## src/rtl/req_ack_32bit_receiver.sv

```systemverilog
// Four-phase request/acknowledge receiver: pairs 32-bit halves into 64-bit words,
// delimits frames by length or idle timeout, and streams them out through a FWFT FIFO.
module req_ack_32bit_receiver #(
  parameter int DEPTH   = 16,
  parameter int TIMEOUT = 1024
) (
  input  logic        clk,
  input  logic        rst,
  input  logic [31:0] recv_len,
  input  logic        request,
  input  logic [31:0] din,
  output logic        acknowledge,
  input  logic        m_axis_tready,
  output logic [63:0] m_axis_tdata,
  output logic        m_axis_tlast,
  output logic        m_axis_tvalid,
  output logic        rx_hsked,
  output logic [31:0] data_cnt,
  output logic [31:0] tlast_cnt,
  output logic        o_half_err,
  output logic        o_rx_done
);

  localparam int AW = $clog2(DEPTH);
  localparam int CW = AW + 1;
  localparam int TW = $clog2(TIMEOUT + 1);
  localparam logic [CW:0] DEPTH_W = (CW + 1)'(DEPTH);

  typedef enum logic {IDLE = 1'b0, ACK = 1'b1} state_e;

  state_e          state_q, state_d;
  logic            req_meta_q, req_s_q;
  logic            half_q, half_d;
  logic [31:0]     hi_q, hi_d;
  logic [63:0]     hold_q, hold_d;
  logic            hold_valid_q, hold_valid_d;
  logic [31:0]     words_in_q, words_in_d;
  logic [TW-1:0]   idle_cnt_q, idle_cnt_d;
  logic [31:0]     data_cnt_q, data_cnt_d;
  logic [31:0]     tlast_cnt_q, tlast_cnt_d;

  logic [64:0]     mem_q [DEPTH];
  logic [AW-1:0]   wptr_q, rptr_q;
  logic [CW-1:0]   count_q;

  logic [63:0]     word_w;
  logic [64:0]     push0, push1;
  logic [1:0]      push_n;
  logic [1:0]      need_n;
  logic [CW:0]     free_n;
  logic            pop, is_last, hit, space, capture, count_en, half_err;

  always_ff @(posedge clk or posedge rst) begin
    if (rst) begin
      req_meta_q <= 1'b0;
      req_s_q    <= 1'b0;
    end else begin
      req_meta_q <= request;
      req_s_q    <= req_meta_q;
    end
  end

  assign pop      = (count_q != '0) && m_axis_tready;
  assign free_n   = DEPTH_W - {1'b0, count_q} + (CW + 1)'(pop);
  assign word_w   = {hi_q, din};
  assign is_last  = (recv_len != 32'd0) && (words_in_q + 32'd1 == recv_len);
  assign hit      = (idle_cnt_q == TW'(TIMEOUT));
  // A second half may force one or two pushes; it is only taken if they all fit.
  assign need_n   = half_q ? ({1'b0, hold_valid_q} + {1'b0, is_last}) : 2'd0;
  assign space    = free_n >= (CW + 1)'(need_n);
  // Captures wait while a timeout action is pending so a flushed word keeps its tlast.
  assign capture  = (state_q == IDLE) && req_s_q && space && !hit;
  assign count_en = (state_q == IDLE) && !req_s_q && (hold_valid_q || half_q);

  always_ff @(posedge clk or posedge rst) begin
    if (rst) state_q <= IDLE;
    else     state_q <= state_d;
  end

  always_comb begin
    state_d = state_q;
    case (state_q)
      IDLE:    if (capture)  state_d = ACK;
      ACK:     if (!req_s_q) state_d = IDLE;
      default: state_d = IDLE;
    endcase
  end

  always_comb begin
    acknowledge = (state_q == ACK);
  end

  always_comb begin
    half_d       = half_q;
    hi_d         = hi_q;
    hold_d       = hold_q;
    hold_valid_d = hold_valid_q;
    words_in_d   = words_in_q;
    idle_cnt_d   = idle_cnt_q;
    push_n       = 2'd0;
    push0        = {1'b0, hold_q};
    push1        = {1'b1, word_w};
    half_err     = 1'b0;
    if (capture) begin
      idle_cnt_d = '0;
      if (!half_q) begin
        hi_d   = din;
        half_d = 1'b1;
      end else begin
        half_d = 1'b0;
        if (is_last) begin
          if (hold_valid_q) begin
            push_n = 2'd2;
          end else begin
            push0  = {1'b1, word_w};
            push_n = 2'd1;
          end
          hold_valid_d = 1'b0;
          words_in_d   = 32'd0;
        end else begin
          if (hold_valid_q) push_n = 2'd1;
          hold_d       = word_w;
          hold_valid_d = 1'b1;
          words_in_d   = words_in_q + 32'd1;
        end
      end
    end else if (hit) begin
      half_err = half_q;
      half_d   = 1'b0;
      if (!hold_valid_q) begin
        idle_cnt_d = '0;
      end else if (free_n != '0) begin
        push0        = {1'b1, hold_q};
        push_n       = 2'd1;
        hold_valid_d = 1'b0;
        words_in_d   = 32'd0;
        idle_cnt_d   = '0;
      end
    end else if (count_en) begin
      idle_cnt_d = idle_cnt_q + TW'(1);
    end
  end

  always_ff @(posedge clk or posedge rst) begin
    if (rst) begin
      half_q       <= 1'b0;
      hi_q         <= 32'd0;
      hold_q       <= 64'd0;
      hold_valid_q <= 1'b0;
      words_in_q   <= 32'd0;
      idle_cnt_q   <= '0;
      data_cnt_q   <= 32'd0;
      tlast_cnt_q  <= 32'd0;
      wptr_q       <= '0;
      rptr_q       <= '0;
      count_q      <= '0;
    end else begin
      half_q       <= half_d;
      hi_q         <= hi_d;
      hold_q       <= hold_d;
      hold_valid_q <= hold_valid_d;
      words_in_q   <= words_in_d;
      idle_cnt_q   <= idle_cnt_d;
      data_cnt_q   <= data_cnt_d;
      tlast_cnt_q  <= tlast_cnt_d;
      wptr_q       <= wptr_q + AW'(push_n);
      rptr_q       <= rptr_q + AW'(pop);
      count_q      <= count_q + CW'(push_n) - CW'(pop);
    end
  end

  always_ff @(posedge clk) begin
    if (push_n != 2'd0) mem_q[wptr_q] <= push0;
    if (push_n == 2'd2) mem_q[wptr_q + AW'(1)] <= push1;
  end

  always_comb begin
    m_axis_tvalid = (count_q != '0);
    m_axis_tdata  = m_axis_tvalid ? mem_q[rptr_q][63:0] : 64'd0;
    m_axis_tlast  = m_axis_tvalid && mem_q[rptr_q][64];
    rx_hsked      = pop;
    o_rx_done     = pop && m_axis_tlast;
    o_half_err    = half_err;
  end

  // A tlast handshake closes the frame, so its clear wins over the increment.
  always_comb begin
    data_cnt_d  = data_cnt_q;
    tlast_cnt_d = tlast_cnt_q;
    if (o_rx_done) begin
      data_cnt_d  = 32'd0;
      tlast_cnt_d = tlast_cnt_q + 32'd1;
    end else if (rx_hsked) begin
      data_cnt_d  = data_cnt_q + 32'd1;
    end
  end

  assign data_cnt  = data_cnt_q;
  assign tlast_cnt = tlast_cnt_q;

endmodule
```

## config.mk

```make
export PLATFORM = sky130hd
export DESIGN_NAME = req_ack_32bit_receiver
export DESIGN_NICKNAME = d
export VERILOG_FILES = /design/src/rtl/req_ack_32bit_receiver.sv
export SDC_FILE = /design/constraint.sdc
export NUM_CORES = 2
export LEC_CHECK = 0
export CORE_MARGIN = 3
export CORE_UTILIZATION = 43
export DETAILED_ROUTE_END_ITERATION = 8
export SLEW_MARGIN = 20
export SYNTH_ARGS = -nofsm -noshare
export SYNTH_HDL_FRONTEND = slang
export SYNTH_SLANG_ARGS = --single-unit
```

## constraint.sdc

```tcl
create_clock -name clk -period 17.4 [get_ports clk]
set_input_delay 2.61 -clock clk [delete_from_list [all_inputs] [get_ports clk]]
set_output_delay 2.61 -clock clk [all_outputs]
set_load 0.1 [all_outputs]
```

Word level (Yosys, flattened, before mapping)

Memory sizes are Yosys's and may differ from the RTL's.
Index checks and enable logic that the tools add are counted.

Add/subtract/negate cells: 12
$lt $le $gt $ge: 1
Equal/unequal tests: 5
Muxes and demuxes: 48
Bitwise operators: 3
Reduce and logical (&&, ||, !) cells: 26

Operators with widths:

| kind                                            | count |
|---|---|
| 2-to-1 mux 65 bit                               | 7 |
| 2-to-1 mux 32 bit                               | 8 |
| adder 32 x 1 -> 32 bit, second input constant   | 3 |
| 2-to-1 mux 64 bit                               | 1 |
| 2-to-1 mux 11 bit                               | 5 |
| == test 32 bit                                  | 1 |
| nonzero test 32 bit                             | 1 |
| 2-to-1 mux 1 bit                                | 21 |
| adder 11 x 1 -> 11 bit, second input constant   | 1 |
| == test 11 bit, second input constant           | 1 |
| 2-to-1 mux 2 bit                                | 5 |
| nonzero test 2 bit                              | 5 |
| logical AND 1 bit                               | 9 |
| adder 6 x 1 -> 6 bit                            | 1 |
| >= comparator 6 x 2 -> 1 bit                    | 1 |
| AND reduction 2 bit                             | 3 |
| nonzero test 6 bit                              | 1 |
| subtractor 5 x 5 -> 6 bit, first input constant | 1 |
| adder 5 x 2 -> 5 bit                            | 1 |
| nonzero test 5 bit                              | 1 |
| subtractor 5 x 1 -> 5 bit                       | 1 |
| adder 4 x 1 -> 4 bit                            | 1 |
| adder 4 x 1 -> 4 bit, second input constant     | 1 |
| adder 4 x 2 -> 4 bit                            | 1 |
| 11 further kinds                                | 14 |

Bits in registers: 221
RAM bits: 1040
Input bits: 68
Memories kept: 1

Memories:

| memory | words | width | rd ports | clocked after memory_dff | write ports | line | text |
|---|---|---|---|---|---|---|---|
| mem_q  | 16    | 65    | 1        | 0                        | 2           | 42   | `logic [64:0] mem_q [DEPTH];` |

Longest topological paths before layout

Depth after elaboration: 12
Mapped depth: 30
Gate-level depth less buffers: 27

Worst setup path before layout

OpenSTA, ideal clock, no wires.

Kind: input-to-reg
From: input recv_len[8]
To: memory mem_q[13][0] (enable)
Setup time: 0.488 ns
Arrival: 9.457 ns
Required time: 16.912 ns
Path slack: 7.455 ns
Stages on the path: 20
Path buffers: 2
Path through: xor2_1 a211oi_1 o21ai_0 or4_1 nor4_1 and4_1 and2_1 clkbuf_1 ha_1 nand2b_1 inv_1 ha_1 nand2b_1 a21oi_1 a41oi_1 nand2_1 nor4_1 clkbuf_1 o21ai_0 nor2_1

RTL lines:

| item        | line | text |
|---|---|---|
| from (decl) | 9    | `input logic [31:0] recv_len,` |
| to (decl)   | 42   |  |

==> flow_metrics.tcl <==
set metrics [dict create \
    ys_ff_latch 1261 \
    clock-root-buffer "clkbuf_16" \
    holdBufCountCts 0 \
    synth_fp_nets 4728 \
    fmax_mhz 96.17 \
    postCtsSetupRepairBufs 0 \
    synth-edff-count 1024 \
    instances_no_fill 6561 \
    ys_types 73 \
    cts_made_buffers 137 \
    critPathCaptureType "flop" \
    via_per_inst 6.804 \
    reg2reg_from "words_in_q[3]" \
    critPathLaunchType "input pin" \
    syn_area_sq_um 61800 \
    slew_headroom 0.04108 \
    grt_pass1_vias 44110 \
    cts_tree "built" \
    grt_usage 0.2924 \
    finalHoldWorstSlack_ns 0.3684 \
    finalCritPeriodShare 0.5976 \
    via_count 44640 \
    worstPathRequired_ns 17.79 \
    finalWeightedCongestion 0.9116 \
    post-route-drc-count 0 \
    crit_fanout 48 \
    final.setup.tns_ns 0 \
    crit_path_end "mem_q[3][55]" \
    die_h_um 385.1 \
    first_pass_iters 8 \
    crit_arrival_ns 10.79 \
    ant_nets 0 \
    cts_htree_levels 4 \
    nFillCells 12090 \
    layout_commonest_cell "edfxtp_1" \
    status "complete, no violations" \
    reg2reg_slack_ns 8.01 \
    layout_min_cycle_time_ns 10.40 \
    hold_class "flop to flop" \
    dieArea_sq_um 148300 \
    rows 138 \
    yosysSeqAreaShare 0.5922 \
    routed_wl_um 217900 \
    clockBufferDepth 3 \
    fin_nets 4640 \
    post-place-ws_ns 6.186 \
    antenna_found_initial 18 \
    post_drt_wl_per_cell_um 33.21 \
    die_w_um 385.1 \
    setup_viol 0 \
    core_sq_um 142100 \
    cap_viol_max_count 0 \
    r2r_cells 22 \
    cts_sinks 1261 \
    grt_max_degree 144 \
    async_flop_share 0.1753 \
    syn_avg_cell_area_sq_um 13.33 \
    final_cell_mix "1,024 x edfxtp_1, 782 x a21oi_1, 325 x mux4_2" \
    power_leakage_uw 0.02153 \
    vdd_drop_max_mv 0.2141 \
    synthFlopType "edfxtp_1" \
    crit_start "recv_len[8]" \
    drive_gt1_frac 0.1631 \
    critical_path_class "input pin to flop" \
    tightest_slew_ns 1.438 \
    grt_pass1_wl_um 314000 \
    hold_violations 0 \
    gr-total-overflow 0 \
    clk_latency_ns 0.78 \
    ys.warnings.count 0 \
    synth_cells 4635 \
    cts_resized 0 \
    start_util 0.4349 \
    clk_pin_slew_worst_paths_ns 0.05 \
    r2r-end "mem_q[3][55]" \
    powerDensity_nw_per_um2 155.6 \
    finClkSkew_ns 0.03457 \
    hpwlAfterDp_um 117700 \
    drtIter0Drc 7058 \
    layout_setup_ws_ns 7.002 \
    rsz0062_at_grt "no" \
    syn_to_final_growth_pct 12.47 \
    fin_util 0.4891 \
    ios 202 \
    slew_violations 0 \
    port_buffers 201 \
    placed_cells 6298 \
]
==> power by group <==
group	leakage (uW)	switching (uW)	internal (uW)
combinational	0.00792	2710	1280
clock	0.00213	1220	1650
sequential	0.0115	549	3410
==> how the worst min path moves through the flow <==
stage                     startpoint       to  slack (ns)  cells after the start
after CTS                 req_meta_q  req_s_q        0.37                      0
after detailed placement  req_meta_q  req_s_q        0.36                      0
final                     req_meta_q  req_s_q        0.37                      0
after global routing      req_meta_q  req_s_q        0.37                      0
after floorplan           req_meta_q  req_s_q        0.33                      0
after global placement    req_meta_q  req_s_q        0.37                      0
==> cells in the mapped netlist, types with 98 or more instances <==
master    count  area (sq um)
edfxtp_1   1024         30750
a21oi_1     782          3914
clkbuf_1    397          1490
mux4_2      325          7320
a22o_1      260          2277
nand3_1     247          1236
dfrtp_1     221          5530
a31oi_1     219          1370
and2_1      142         888.4
and3_1      141         882.1
mux2_2       99          1115
nor2_1       99         371.6
nand2_1      98         367.9
==> cell families (layout without fill, tap and decap cells) <==
group	after synthesis	count (layout)	synth area share
AOI/OAI and AO/OA	1373	1373	0.1358
xor gates and xnor gates	112	112	0.01632
adders and majority gates	25	25	0.005304
buffers and inverters	552	577	0.03577
DFF	1261	1261	0.5922
muxes	426	426	0.1368
other	0	11	0
and+or+nand+nor	886	886	0.07774
==> flip-flops by register name, summed over array words and instances, names as in the netlist <==
signal,flops
data_cnt,32
req_s_q,1
mem_q,1040
idle_cnt_q,11
hi_q,32
acknowledge,1
hold_valid_q,1
count_q,5
half_q,1
hold_q,64
tlast_cnt,32
wptr_q,4
rptr_q,4
words_in_q,32
req_meta_q,1
==> layer usage <==
metal	up-vias	GRT usage	wire (um)
met3	561	0.05839	26870
met4	0	0.1192	8879
met5	-	0	0
met2	3400	0.4543	100100
met1	22490	0.4040	82010
li1	18200	-	-
==> worst max-delay path, cell delays in order <==
cell,delay (ns)
clkdlybuf4s50_1,0.44
xor2_1,0.20
a211oi_1,0.34
o21ai_0,0.12
or4_1,0.52
nor4_1,0.52
and4_1,0.35
and2_1,0.48
ha_1,0.33
nand2b_1,0.19
inv_1,0.15
ha_1,0.15
nand2b_1,0.09
a21oi_1,0.06
a41oi_1,0.47
nand2_1,0.36
nor4_2,0.36
buf_4,0.63
o21ai_0,0.19
buf_4,0.23
nor2_4,0.75
buf_4,0.48
buf_4,0.69
==> stage by stage <==
stage	power [uW]	cell area [sq um]
floorplan	6707	61800
global placement	7981	65120
detailed placement	7996	65120
CTS	10830	69470
global route	11130	69500
finish	10820	69510
==> area by class of cell <==
cell class	instances	area [sq um]	share of cell area
timing repair buffer	288	2740	0.03942
antenna	11	27.53	0.0003960
tap	1890	2365	0.03402
clock buffer	195	3892	0.05600
inverter	37	147.6	0.002124
multi-input combinational	2822	23260	0.3346
sequential	1261	36620	0.5268
clock inverter	57	459.2	0.006606
(Power assumes the default switching activity.)
